==> src/rtl/fetch_decode_if.sv <==
// Instruction-memory channel: one-cycle request pulse with address, later a
// single-cycle valid response carrying the 32-bit instruction word.
interface fetch_decode_if;
  logic        imem_req;
  logic [63:0] imem_addr;
  logic        imem_rvalid;
  logic [31:0] imem_rdata;

  modport master (output imem_req, output imem_addr, input imem_rvalid, input imem_rdata);
  modport slave  (input imem_req, input imem_addr, output imem_rvalid, output imem_rdata);
endinterface

==> src/rtl/fetch_decode.sv <==
// RV64I fetch stage: PC register, instruction-memory handshake and field/immediate
// decode feeding the ifid register, with stall and branch/jump redirect.
module fetch_decode #(
  parameter logic [63:0] RESET_PC = 64'h0
) (
  input  logic                  clk,
  input  logic                  reset,
  fetch_decode_if.master        imem,
  input  logic                  stall,
  input  logic                  redirect_valid,
  input  logic [63:0]           redirect_pc,
  output logic                  fetch_valid,
  output logic [6:0]            opcode_out,
  output logic [4:0]            rd_out,
  output logic [4:0]            rs1_out,
  output logic [4:0]            rs2_out,
  output logic [2:0]            funct3_out,
  output logic [6:0]            funct7_out,
  output logic [63:0]           imm_out,
  output logic [63:0]           PC_out
);

  typedef enum logic [1:0] {
    S_REQ   = 2'd0,
    S_WAIT  = 2'd1,
    S_HOLD  = 2'd2,
    S_DRAIN = 2'd3
  } state_t;

  state_t      state_reg;
  logic [63:0] pc_reg;
  logic [63:0] redirect_target;
  logic [63:0] imm_next;
  logic [31:0] instr;

  assign instr           = imem.imem_rdata;
  assign redirect_target = redirect_pc & ~64'h3;

  // The request pulse is simply "in REQ"; gating with reset keeps it low while reset is held.
  assign imem.imem_req  = (state_reg == S_REQ) && !reset;
  assign imem.imem_addr = pc_reg;

  always_comb begin
    imm_next = '0;
    case (instr[6:0])
      7'b0000011, 7'b0010011, 7'b0011011, 7'b1100111, 7'b1110011:
        imm_next = {{52{instr[31]}}, instr[31:20]};
      7'b0100011:
        imm_next = {{52{instr[31]}}, instr[31:25], instr[11:7]};
      7'b1100011:
        imm_next = {{51{instr[31]}}, instr[31], instr[7], instr[30:25], instr[11:8], 1'b0};
      7'b0110111, 7'b0010111:
        imm_next = {{32{instr[31]}}, instr[31:12], 12'b0};
      7'b1101111:
        imm_next = {{43{instr[31]}}, instr[31], instr[19:12], instr[20], instr[30:21], 1'b0};
      default:
        imm_next = '0;
    endcase
  end

  always_ff @(posedge clk or posedge reset) begin
    if (reset) begin
      state_reg   <= S_REQ;
      pc_reg      <= RESET_PC;
      fetch_valid <= 1'b0;
      opcode_out  <= '0;
      rd_out      <= '0;
      rs1_out     <= '0;
      rs2_out     <= '0;
      funct3_out  <= '0;
      funct7_out  <= '0;
      imm_out     <= '0;
      PC_out      <= '0;
    end else if (redirect_valid) begin
      // A request already on the bus must have its response drained before refetching.
      pc_reg      <= redirect_target;
      fetch_valid <= 1'b0;
      case (state_reg)
        S_REQ:   state_reg <= S_DRAIN;
        S_WAIT:  state_reg <= imem.imem_rvalid ? S_REQ : S_DRAIN;
        S_HOLD:  state_reg <= S_REQ;
        S_DRAIN: state_reg <= imem.imem_rvalid ? S_REQ : S_DRAIN;
        default: state_reg <= S_REQ;
      endcase
    end else begin
      case (state_reg)
        S_REQ: begin
          state_reg <= S_WAIT;
        end
        S_WAIT: begin
          if (imem.imem_rvalid) begin
            opcode_out  <= instr[6:0];
            rd_out      <= instr[11:7];
            funct3_out  <= instr[14:12];
            rs1_out     <= instr[19:15];
            rs2_out     <= instr[24:20];
            funct7_out  <= instr[31:25];
            imm_out     <= imm_next;
            PC_out      <= pc_reg;
            fetch_valid <= 1'b1;
            state_reg   <= S_HOLD;
          end
        end
        S_HOLD: begin
          if (!stall) begin
            pc_reg      <= pc_reg + 64'd4;
            fetch_valid <= 1'b0;
            state_reg   <= S_REQ;
          end
        end
        S_DRAIN: begin
          if (imem.imem_rvalid) begin
            state_reg <= S_REQ;
          end
        end
        default: begin
          state_reg <= S_REQ;
        end
      endcase
    end
  end

endmodule

==> src/flat_wrapper.sv <==
// flat-port wrapper written by rule: the top's interface ports become plain ports
module fetch_decode_flat 
#(
  parameter logic [63:0] RESET_PC = 64'h0
)
  (clk, reset, stall, redirect_valid, redirect_pc, fetch_valid, opcode_out, rd_out, rs1_out, rs2_out, funct3_out, funct7_out, imm_out, PC_out, imem_imem_req, imem_imem_addr, imem_imem_rvalid, imem_imem_rdata);
  fetch_decode_if imem_i ();
  input  logic clk;
  input  logic reset;
  input  logic stall;
  input  logic redirect_valid;
  input  logic [63:0] redirect_pc;
  output logic fetch_valid;
  output logic [6:0] opcode_out;
  output logic [4:0] rd_out;
  output logic [4:0] rs1_out;
  output logic [4:0] rs2_out;
  output logic [2:0] funct3_out;
  output logic [6:0] funct7_out;
  output logic [63:0] imm_out;
  output logic [63:0] PC_out;
  output wire logic [$bits(imem_i.imem_req)-1:0] imem_imem_req;
  output wire logic [$bits(imem_i.imem_addr)-1:0] imem_imem_addr;
  input wire logic [$bits(imem_i.imem_rvalid)-1:0] imem_imem_rvalid;
  input wire logic [$bits(imem_i.imem_rdata)-1:0] imem_imem_rdata;
  assign imem_imem_req = imem_i.imem_req;
  assign imem_imem_addr = imem_i.imem_addr;
  assign imem_i.imem_rvalid = imem_imem_rvalid;
  assign imem_i.imem_rdata = imem_imem_rdata;
  fetch_decode #(.RESET_PC(RESET_PC)) u_core (.clk(clk), .reset(reset), .imem(imem_i), .stall(stall), .redirect_valid(redirect_valid), .redirect_pc(redirect_pc), .fetch_valid(fetch_valid), .opcode_out(opcode_out), .rd_out(rd_out), .rs1_out(rs1_out), .rs2_out(rs2_out), .funct3_out(funct3_out), .funct7_out(funct7_out), .imm_out(imm_out), .PC_out(PC_out));
endmodule
==> config.mk <==
export PLATFORM = sky130hd
export DESIGN_NAME = fetch_decode_flat
export DESIGN_NICKNAME = d
export VERILOG_FILES = /design/src/rtl/fetch_decode_if.sv /design/src/rtl/fetch_decode.sv /design/src/flat_wrapper.sv
export SDC_FILE = /design/constraint.sdc
export NUM_CORES = 1
export LEC_CHECK = 0
export ABC_AREA = 1
export CAP_MARGIN = 20
export CORE_ASPECT_RATIO = 1.2
export CORE_MARGIN = 5
export CORE_UTILIZATION = 35
export CTS_CLUSTER_SIZE = 40
export DETAILED_ROUTE_END_ITERATION = 10
export GPL_ROUTABILITY_DRIVEN = 1
export SLEW_MARGIN = 20
export SYNTH_ARGS = -nofsm -noshare
export SYNTH_HDL_FRONTEND = slang
export SYNTH_SLANG_ARGS = --single-unit
==> constraint.sdc <==
create_clock -name clk -period 7.43 [get_ports clk]
set_input_delay 1.486 -clock clk [delete_from_list [all_inputs] [get_ports clk]]
set_output_delay 1.486 -clock clk [all_outputs]
set_load 0.005 [all_outputs]
== After elaboration in Yosys (flattened, before gate mapping) ==
Cells that the tools add are included.

* Multiplexer cells: 15
* Equal/unequal tests: 17
* Add/sub/neg operators: 1
* Bitwise gates (word level): 1
* Reductions and logical operators: 12

{| class="wikitable"
|+ Operator list
! kind !! number
|-
| one-hot mux 64 bit (5 select lines) || 1
|-
| 2-to-1 mux 64 bit || 3
|-
| adder 64 x 3 -> 64 bit, second input constant || 1
|-
| equality test 7 bit, second input constant || 4
|-
| equality test 7 x 5 -> 1 bit, second input constant || 3
|-
| equality test 7 x 6 -> 1 bit, second input constant || 2
|-
| 2-to-1 mux 2 bit || 5
|-
| != test 3 bit, second input constant || 3
|-
| AND reduction 3 bit || 3
|-
| one-hot mux 2 bit (4 select lines) || 1
|-
| equality test 7 x 2 -> 1 bit, second input constant || 1
|-
| one-hot mux 2 bit (3 select lines) || 1
|-
| OR reduction 5 bit || 1
|-
| equality test 2 bit, second input constant || 2
|-
| OR reduction 2 bit || 2
|-
| 2-to-1 mux 1 bit || 3
|-
| nonzero test 3 bit || 1
|-
| equality test 2 x 1 -> 1 bit, second input constant || 1
|-
| zero test 2 bit || 1
|-
| != test 2 x 1 -> 1 bit, second input constant || 1
|-
| one-hot mux 1 bit (2 select lines) || 1
|-
| AND reduction 2 bit || 1
|-
| nonzero test 2 bit || 1
|-
| logical AND 1 bit || 1
|-
| other kinds (2) || 2
|}

* Input port bits: 101
* Register bits after elaboration: 227
* Logic and storage cells: 57
* Output and inout port bits: 226

== Longest topological paths before layout ==
Gate-level depths: netlist (run 1).

* Depth in word-level cells: 4
* Depth in mapped cells: 12
* Depth with buffers taken out: 12

== Least setup slack after synthesis (run 1) ==
Ideal clock, no wire load.

* Path kind: input port to output port
* From: input port reset
* To: output port imem_imem_req
* Required time: 5944 ps
* Stages: 1
* Buffers on the path: 0
* Slack: 4352 ps
* Arrival time: 1592 ps
* Cells stage by stage: nor2_1

* Cells in the longest elaborated chain, start to end: 2

{| class="wikitable"
|+ RTL lines
! item !! RTL line !! source
|-
| from (decl) || flat_wrapper.sv:9 || <nowiki>input logic reset;</nowiki>
|-
| zero test 1 bit || fetch_decode.sv:40 || <nowiki>assign imem.imem_req = (state_reg == S_REQ) && !reset;</nowiki>
|-
| logical AND 1 bit || fetch_decode.sv:40 ||
|-
| to (decl) || flat_wrapper.sv:22 || <nowiki>output wire logic [$bits(imem_i.imem_req)-1:0] imem_imem_req;</nowiki>
|}

Every way passes these cells.

== Worst setup path in the final report (run 1) ==
Same ends and word-level chain as after synthesis.

==> flow_summary_export.csv, run 1 <==
group,metric,value,unit
routing,drt_drc_violations_left,0,
sta,slew_headroom,0.355,
clock_network,cts_root_buffer,"clkbuf_16",
critical_path,critPathRequiredTime,5940,ps
clock_network,post_cts_buffers,0,
critical_path,cp_top_family,"buffers and inverters",
routing,drtPass1Iterations,5,
hold_path,hp-class,"flop to flop",
die,core.rowCount,70,
synthesis,avgSynthCellArea,6.82,µm²
die,core,0.0303,mm²
finish,syn2layout_area_growth,36.3,%
hold_path,hold_path_startpoint,"u_core.funct3_out[0]$_DFFE_PP0P_",
routing,drt_iter0_drc,795,
sta,fmax,0.239,GHz
sta,rsz0062_at_grt,"no",
routing,via_count,10900,
clock_network,cts_tree,"done",
global_route,grt_max_degree,134,
power,power_density,319,mW/mm²
clock_network,clock_latency,440,ps
synthesis,synthesis.area,0.0107,mm²
clock_network,cts_max_path_buffers,2,
critical_path,worstSetupStartpointType,"input pin",
critical_path,rr_startpoint,"u_core.state_reg[0]$_DFFE_PP0P_",
routing,via_per_inst,4.87,
finish,final_util,0.480,
sta,hold_viol,0,
sta,worstMarginPinSlew,968,ps
die,die_h,201,µm
critical_path,worstPathMaxFanout,2,
power,vdd_drop_max,0.000142,V
finish,final_cell_area,0.0145,mm²
critical_path,startpoint,"reset",
critical_path,slowest_delay,550,ps
sta,finalSetupTns,0,ps
critical_path,crit_slowest_cell,"clkdlybuf4s50_1",
clock_network,clk_pin_slew,70,ps
synthesis,synth_cell_types,32,
synthesis,postSynthCellCount,1563,
global_route,antenna_found_initial,1,
critical_path,worstSetupPathType,"input pin to output port",
synthesis,ys_warn_count,0,
critical_path,crit_chain,"clkdlybuf4s50_1 -> nor2_1 -> clkdlybuf4s50_1",
synthesis,ys_seq_area_frac,0.448,
synthesis,synth_edf_count,0,
placed_design,gp_congestion,0.883,
sta,setup_violations,0,
finish,nets,1919,
global_route,grt_pass1_vias,10500,
synthesis,ys.flop_type,"dfrtp_1",
placed_design,place_hpwl,29800,µm
placed_design,place_area,0.0139,mm²
die,die-area,0.0341,mm²
sta,holdWs,479,ps
sta,maxSlewViolCount,0,
routing,ant_nets,0,
hold_path,holdPathStages,2,
clock_network,cts_buffers,17,
synthesis,async_flop_share,1.00,
critical_path,crit_cells,3,
synthesis,ys_ff_latch,191,
routing,finalWirelength,40000,µm
routing,routedWlPerCell,18.0,µm
clock_network,clock-sinks,191,
job,maxCapViolCount,0,
sta,skew,13.7,ps
clock_network,ctsResizeCount,0,
global_route,grt_pass1_wl,61200,µm
critical_path,reg2regPathDepth,9,
outcome,outcome,"finished, final reports clean",
die,die_w,169,µm
power,p_leak,6.88,nW
sta,period_minus_slack,4180,ps
global_route,overflow,0,
critical_path,cp_common_cell,"clkdlybuf4s50_1",
finish,drive_gt1_frac,0.0355,
critical_path,endpoint_kind,"output port",
die,initial_utilization,0.352,
global_route,grt.total_usage,0.229,
sta,period_share,0.563,
placed_design,portBuffers,320,
finish,fillCellCount,3157,
clock_network,holdBufCountCts,0,
clock_network,cts_max_level,4,
die,ios,327,
critical_path,cp_data_arrival_time,2700,ps
critical_path,cp.buffers_inverters,2,
-- where the power goes --
group	internal (mW)	leakage, nW	total [mW]	switching [mW]
Combinational	1.01	4.19	1.90	0.889
Clock	0.486	0.273	0.923	0.437
Sequential	1.43	2.41	1.82	0.390
Total	2.93	6.88	4.64	1.72
-- synthesized netlist by cell type, types with 2 or more instances --
master	instances	area [µm²]
a21oi_1	34	170
a22oi_1	3	22.5
buf_1	8	30.0
buf_2	24	120
buf_4	36	270
clkbuf_1	28	105
dfrtp_1	191	4780
inv_1	159	597
inv_2	4	15.0
nand2_1	565	2120
nand2_2	6	37.5
nand3_1	99	495
nand3b_1	2	15.0
nand4_1	15	93.8
nor2_1	191	717
nor2_2	8	50.1
nor2_4	3	33.8
nor3_1	8	40.0
o2111ai_1	2	17.5
o21ai_0	135	676
o21ai_1	30	150
xor2_1	2	17.5
-- layout by cell type (no fill, tap or decap), types with 3 or more instances in the layout --
| cell | n |
|---|---|
| inv_2 | 4 |
| clkdlybuf4s50_1 | 319 |
| nor2_1 | 191 |
| o21ai_0 | 135 |
| clkinv_4 | 4 |
| clkbuf_16 | 17 |
| dfrtp_1 | 191 |
| nand4_1 | 15 |
| buf_4 | 6 |
| a22oi_1 | 3 |
| conb_1 | 4 |
| a21oi_1 | 34 |
| nand3_1 | 99 |
| nor3_1 | 8 |
| nor2_4 | 3 |
| nand2_1 | 563 |
| clkbuf_1 | 3 |
| o21ai_1 | 30 |
| nor2_2 | 8 |
| inv_1 | 158 |
| nand2_2 | 6 |
-- cell families after synthesis --
kind of cell / Yosys count / synth area share
AO/OA/AOI/OAI: 207 / 0.0992
adder cells (fa/ha/maj): 1 / 0.00117
AND/OR/NAND/NOR: 902 / 0.343
other: 1 / 0.000352
buffers and inverters: 259 / 0.107
flip-flops: 191 / 0.448
XOR/XNOR: 2 / 0.00164
-- through the flow --
step | instances | worst slack (ps) | total power, mW
after CTS | 2224 | 3210 | 4.70
after detailed placement | 2192 | 3220 | 3.75
after floorplan | 1566 | 745 | 2.53
after global placement | 2192 | 3220 | 3.72
final | 2227 | 3250 | 4.64
after global routing | 2227 | 3180 | 4.98
-- worst paths after layout --
check | to | slack [ps]
min | u_core.funct3_out[0]$_DFFE_PP0P_ | 480
min in group asynchronous | u_core.funct7_out[1]$_DFFE_PP0P_ | 1500
max in group asynchronous | u_core.imem.imem_addr[48]$_DFFE_PP0P_ | 4240
max | imem_imem_req | 3250
min reg2reg | u_core.funct3_out[0]$_DFFE_PP0P_ | 480
max reg2reg | u_core.PC_out[16]$_DFFE_PP0P_ | 4840
-- cell type report --
class / count / area, µm² / area share
timing repair buffer: 328 / 3300 / 0.227
sequential: 191 / 4780 / 0.329
clock buffer: 22 / 464 / 0.0319
tap: 396 / 495 / 0.0341
antenna: 1 / 2.50 / 0.000172
clock inverter: 10 / 105 / 0.00723
inverter: 163 / 619 / 0.0426
multi-input combinational: 1116 / 4770 / 0.328
-- layer usage --
layer  global-route usage  wire (µm)  share of wire
met2                0.392      19700           0.49
met5                    0          0              0
met1                0.289      16700           0.42
met3               0.0507       2700          0.067
met4               0.0659        914          0.023
-- worst min-delay path, cell delays in order, from the launching register on --
cell and delay, ps:
dfrtp_1 350, nand2_1 50, nand2_1 50
Note: power is estimated with default switching activity, not from simulation.
==> run 2: changes to the inputs <==
- PLACE_DENSITY: unset -> 0.65
- clock period: 7.43 -> 3.65 ns (I/O delays scaled with it)
==> flow_summary_export.csv, run 2 (synthesized netlist as in run 1, its figures left out) <==
group,metric,value,unit
outcome,outcome,"finished, final reports clean",
routing,drt_drc_violations_left,0,
finish,layout.cells.non_filler,2230,
routing,via_count,11000,
clock_network,cts_root_buffer,"clkbuf_16",
die,initial_utilization,0.352,
critical_path,cp_top_family,"flip-flops",
routing,drtPass1Iterations,5,
routing,ant_nets,0,
critical_path,endpoint_kind,"output port",
critical_path,slowest_delay,950,ps
job,maxCapViolCount,0,
sta,finalSetupTns,0,ps
power,power_switching,3.51,mW
sta,skew,12.7,ps
placed_design,place_ws,688,ps
routing,routedWlPerCell,18.0,µm
global_route,antenna_found_initial,2,
critical_path,crit_chain,"clkdlybuf4s50_1",
routing,finalWirelength,40200,µm
die,die-area,0.0341,mm²
clock_network,cts_tree,"done",
sta,setup_violations,0,
sta,fin_ws,855,ps
sta,fmax,0.358,GHz
global_route,grt_pass1_vias,10600,
die,ios,327,
power,total_power,9.44,mW
die,core.rowCount,70,
global_route,overflow,0,
die,die_w,169,µm
global_route,met3_usage,0.0588,
placed_design,place_hpwl,30500,µm
power,power.share.clock,0.196,
die,core,0.0303,mm²
sta,slew_headroom,0.382,
routing,via_per_inst,4.93,
clock_network,ctsResizeCount,0,
power,p_int,5.94,mW
hold_path,hp-class,"flop to flop",
finish,final_cell_mix,"563 x nand2_1, 319 x clkdlybuf4s50_1, 191 x nor2_1, 191 x dfrtp_1, 158 x inv_1",
clock_network,cts_max_level,4,
global_route,busiest_layer,"met2",
power,power_density,648,mW/mm²
global_route,grt_use_met2,0.378,
power,p_leak,6.89,nW
power,p_comb_frac,0.410,
clock_network,cts_buffers,17,
finish,multi_input_area,0.00476,mm²
critical_path,critPathRequiredTime,2920,ps
finish,fillCellCount,3098,
placed_design,portBuffers,320,
sta,period_minus_slack,2800,ps
critical_path,cp_data_arrival_time,2070,ps
clock_network,post_cts_buffers,0,
critical_path,cp.buffers_inverters,1,
sta,rsz0062_at_grt,"no",
critical_path,worstSetupPathType,"flop to output port",
critical_path,worstSetupStartpointType,"flop",
global_route,grt_use_met1,0.286,
clock_network,clk_pin_slew,70,ps
global_route,grt.total_usage,0.230,
power,vdd_drop_max,0.000293,V
global_route,grt_max_degree,210,
clock_network,cts_max_path_buffers,2,
finish,final_common_cell,"nand2_1",
clock_network,clock_latency,440,ps
finish,final_util,0.481,
finish,seqCellArea,0.00478,mm²
clock_network,holdBufCountCts,0,
critical_path,worstPathMaxFanout,34,
clock_network,clock-sinks,191,
sta,hold_viol,0,
sta,maxSlewViolCount,0,
finish,nets,1923,
global_route,grt_pass1_wl,61400,µm
placed_design,gp_congestion,0.921,
routing,drt_iter0_drc,959,
sta,worstMarginPinSlew,927,ps
sta,period_share,0.766,
power,seq_power_share,0.394,
die,die_h,201,µm
finish,syn2layout_area_growth,36.6,%
finish,drive_gt1_frac,0.0376,
placed_design,dp.cells,2198,
power,swShare,0.371,
critical_path,crit_slowest_cell,"dfrtp_1",
## run 2: cell types whose count changed in the layout (fill, tap and decap cells not counted), moves of 2 or more
cell	delta
inv_6	+2
buf_16	-2
inv_8	-2
buf_12	+5
## run 2: routing by layer
metal,share of wire,vias to the layer above
met4,0.041,2
li1,-,5364
met1,0.41,5111
met2,0.47,431
met3,0.078,80
met5,0.00032,-
## run 2: path summary, 6_finish.rpt
check / slack, ps / end / depth (start not counted) / startpoint
max: 850 / imm_out[49] / 1 / u_core.imm_out[62]$_DFFE_PP0P_
min: 480 / u_core.imm_out[0]$_DFFE_PP0P_ / 2 / u_core.imm_out[0]$_DFFE_PP0P_
max reg2reg: 1250 / u_core.imem.imem_addr[52]$_DFFE_PP0P_ / 10 / u_core.imem.imem_addr[3]$_DFFE_PP0P_
min reg2reg: 480 / u_core.imm_out[0]$_DFFE_PP0P_ / 2 / u_core.imm_out[0]$_DFFE_PP0P_
max in group asynchronous: 2100 / u_core.imm_out[26]$_DFFE_PP0P_ / 3 / reset
min in group asynchronous: 800 / u_core.imm_out[23]$_DFFE_PP0P_ / 2 / reset
## run 2: final cells by class
cell class	count	area share
Antenna cell	1	0.000172
Clock buffer	20	0.0307
Timing Repair Buffer	332	0.230
Inverter	163	0.0423
Sequential cell	191	0.328
Tap cell	396	0.0340
Clock inverter	11	0.00747
Multi-Input combinational cell	1116	0.327
## run 2: power groups by stage
| stage | combinational [mW] | clock [mW] | sequential (mW) |
|---|---|---|---|
| 2_1_floorplan | 1.55 | 0 | 3.60 |
| 3_3_place_gp | 3.86 | 0 | 3.73 |
| 5_1_grt | 4.29 | 1.97 | 3.85 |
| 4_1_cts | 3.93 | 1.89 | 3.72 |
| 3_5_place_dp | 3.91 | 0 | 3.74 |
| 6_report | 3.87 | 1.85 | 3.72 |
## run 2: through the flow
step	area, µm²	hold slack [ps]
3_3_place_gp	14000	462
5_1_grt	14600	501
6_report	14600	478
3_5_place_dp	14000	465
2_1_floorplan	10700	472
4_1_cts	14600	484
==> run 3: changes to the inputs <==
- clock period: 3.65 -> 2.53 ns (I/O delays scaled with it)
==> flow_summary_export.csv, run 3 (synthesized netlist as in run 1, its figures left out) <==
group,metric,value,unit
sta,slew_headroom,0.441,
critical_path,crit_cells,10,
sta,rsz0062_at_grt,"no",
clock_network,clock-sinks,191,
clock_network,cts_max_level,4,
placed_design,dp.cells,2211,
critical_path,worstPathMaxFanout,6,
routing,drt_drc_violations_left,0,
power,p_int,8.75,mW
die,core,0.0303,mm²
placed_design,gp_congestion,0.931,
routing,drtPass1Iterations,5,
power,seq_power_share,0.386,
die,initial_utilization,0.352,
clock_network,cts_tree,"done",
hold_path,hp-class,"flop to flop",
power,swShare,0.365,
clock_network,cts_max_path_buffers,2,
critical_path,r2r_slack,280,ps
critical_path,rr_startpoint,"u_core.imem.imem_addr[3]$_DFFE_PP0P_",
global_route,grt_max_degree,119,
outcome,outcome,"finished, final reports clean",
critical_path,slowest_delay,490,ps
die,ios,327,
routing,via_per_inst,4.90,
critical_path,crit_slowest_cell,"dfrtp_1",
routing,finalWirelength,40000,µm
finish,drive_gt1_frac,0.0450,
sta,period_share,0.889,
sta,hold_viol,0,
global_route,antenna_found_initial,2,
clock_network,holdBufCountCts,0,
critical_path,cp_top_family,"simple AND/OR/NAND/NOR gates",
critical_path,worstSetupStartpointType,"flop",
finish,final_common_cell,"nand2_1",
global_route,overflow,0,
clock_network,ctsResizeCount,0,
sta,skew,13.4,ps
sta,period_minus_slack,2250,ps
placed_design,place_hpwl,30700,µm
sta,fmax,0.445,GHz
routing,via_count,11000,
critical_path,endpoint_kind,"flop",
global_route,grt_pass1_wl,61300,µm
die,die_h,201,µm
routing,drt_iter0_drc,869,
clock_network,clk_pin_slew,70,ps
critical_path,worstSetupPathType,"flop to flop",
die,die-area,0.0341,mm²
routing,ant_nets,0,
global_route,grt.total_usage,0.230,
placed_design,portBuffers,320,
power,vdd_drop_max,0.000410,V
sta,finalSetupTns,0,ps
power,power_density,936,mW/mm²
critical_path,cp_common_cell,"nand2_1",
finish,nets,1936,
critical_path,startpoint,"u_core.imem.imem_addr[3]$_DFFE_PP0P_",
critical_path,critPathRequiredTime,2860,ps
power,p_comb_frac,0.413,
die,die_w,169,µm
finish,final_cell_mix,"563 x nand2_1, 319 x clkdlybuf4s50_1, 191 x nor2_1, 191 x dfrtp_1, 158 x inv_1",
job,maxCapViolCount,0,
die,core.rowCount,70,
finish,fillCellCount,3088,
sta,maxSlewViolCount,0,
critical_path,reg2regPathDepth,10,
clock_network,cts_buffers,17,
critical_path,cp.buffers_inverters,0,
sta,worstMarginPinSlew,839,ps
critical_path,cp_data_arrival_time,2580,ps
sta,setup_violations,0,
global_route,grt_pass1_vias,10700,
finish,syn2layout_area_growth,38.2,%
power,power.share.clock,0.201,
power,power_switching,5.04,mW
critical_path,crit_chain,"ha_1 -> nand2_1 -> nor2_2 -> nand2_1 -> nor2_2 -> nand2_1 -> o21ai_1 -> nand3_1 -> nand2_1 -> nand2_1",
power,p_leak,6.98,nW
routing,routedWlPerCell,17.8,µm
clock_network,post_cts_buffers,0,
hold_path,hold_path_startpoint,"u_core.PC_out[3]$_DFFE_PP0P_",
finish,layout.cells.non_filler,2243,
clock_network,clock_latency,440,ps
hold_path,holdPathStages,2,
clock_network,cts_root_buffer,"clkbuf_16",
## run 3: routing by layer
| metal | wire, µm | part of all wire | GRT usage |
|---|---|---|---|
| met5 | 13 | 0.00033 | 0 |
| met4 | 1980 | 0.049 | 0.109 |
| met3 | 3180 | 0.080 | 0.0625 |
| met2 | 18500 | 0.46 | 0.375 |
| met1 | 16300 | 0.41 | 0.280 |
## run 3: final timing paths
path	endpoint
min in group asynchronous	u_core.imm_out[24]$_DFFE_PP0P_
hold / removal	u_core.PC_out[3]$_DFFE_PP0P_
setup reg to reg	u_core.imem.imem_addr[56]$_DFFE_PP0P_
setup / recovery	u_core.imem.imem_addr[56]$_DFFE_PP0P_
hold reg to reg	u_core.PC_out[3]$_DFFE_PP0P_
max in group asynchronous	u_core.imm_out[29]$_DFFE_PP0P_
## run 3: stage by stage
stage / area (µm²) / worst slack [ps] / util / hold WS (ps) / total power, mW
after floorplan: 10700 / -438 / - / 472 / 7.44
after global placement: 14100 / 209 / 0.467 / 460 / 11.0
after detailed placement: 14100 / 153 / 0.467 / 464 / 11.1
after CTS: 14700 / 281 / 0.486 / 483 / 14.0
after global routing: 14700 / 121 / 0.486 / 503 / 14.8
final: 14700 / 282 / 0.486 / 479 / 13.8
## run 3: layout make-up
cell class	instances	area, µm²	area share
multi-input combinational	1116	4760	0.323
timing repair buffer	345	3490	0.237
clock buffer	20	457	0.0310
antenna	1	2.50	0.000170
tap	396	495	0.0336
sequential	191	4780	0.324
clock inverter	11	133	0.00900
inverter	163	616	0.0418
## run 3: worst reg2reg max path, cell delays in order, from the launching register on
cell and delay, ps:
dfrtp_1 490, ha_1 280, nand2_1 80, nor2_2 200, nand2_1 220, nor2_2 340, nand2_1 160, o21ai_1 160
nand3_1 80, nand2_1 80, nand2_1 40
## run 3: power by group through the flow
stage                     registers (mW)  logic, mW  clock network (mW)
after floorplan                     5.20       2.24                   0
after global placement              5.35       5.68                   0
after detailed placement            5.37       5.76                   0
after CTS                           5.33       5.79                2.85
after global routing                5.51       6.32                2.95
final                               5.33       5.70                2.77
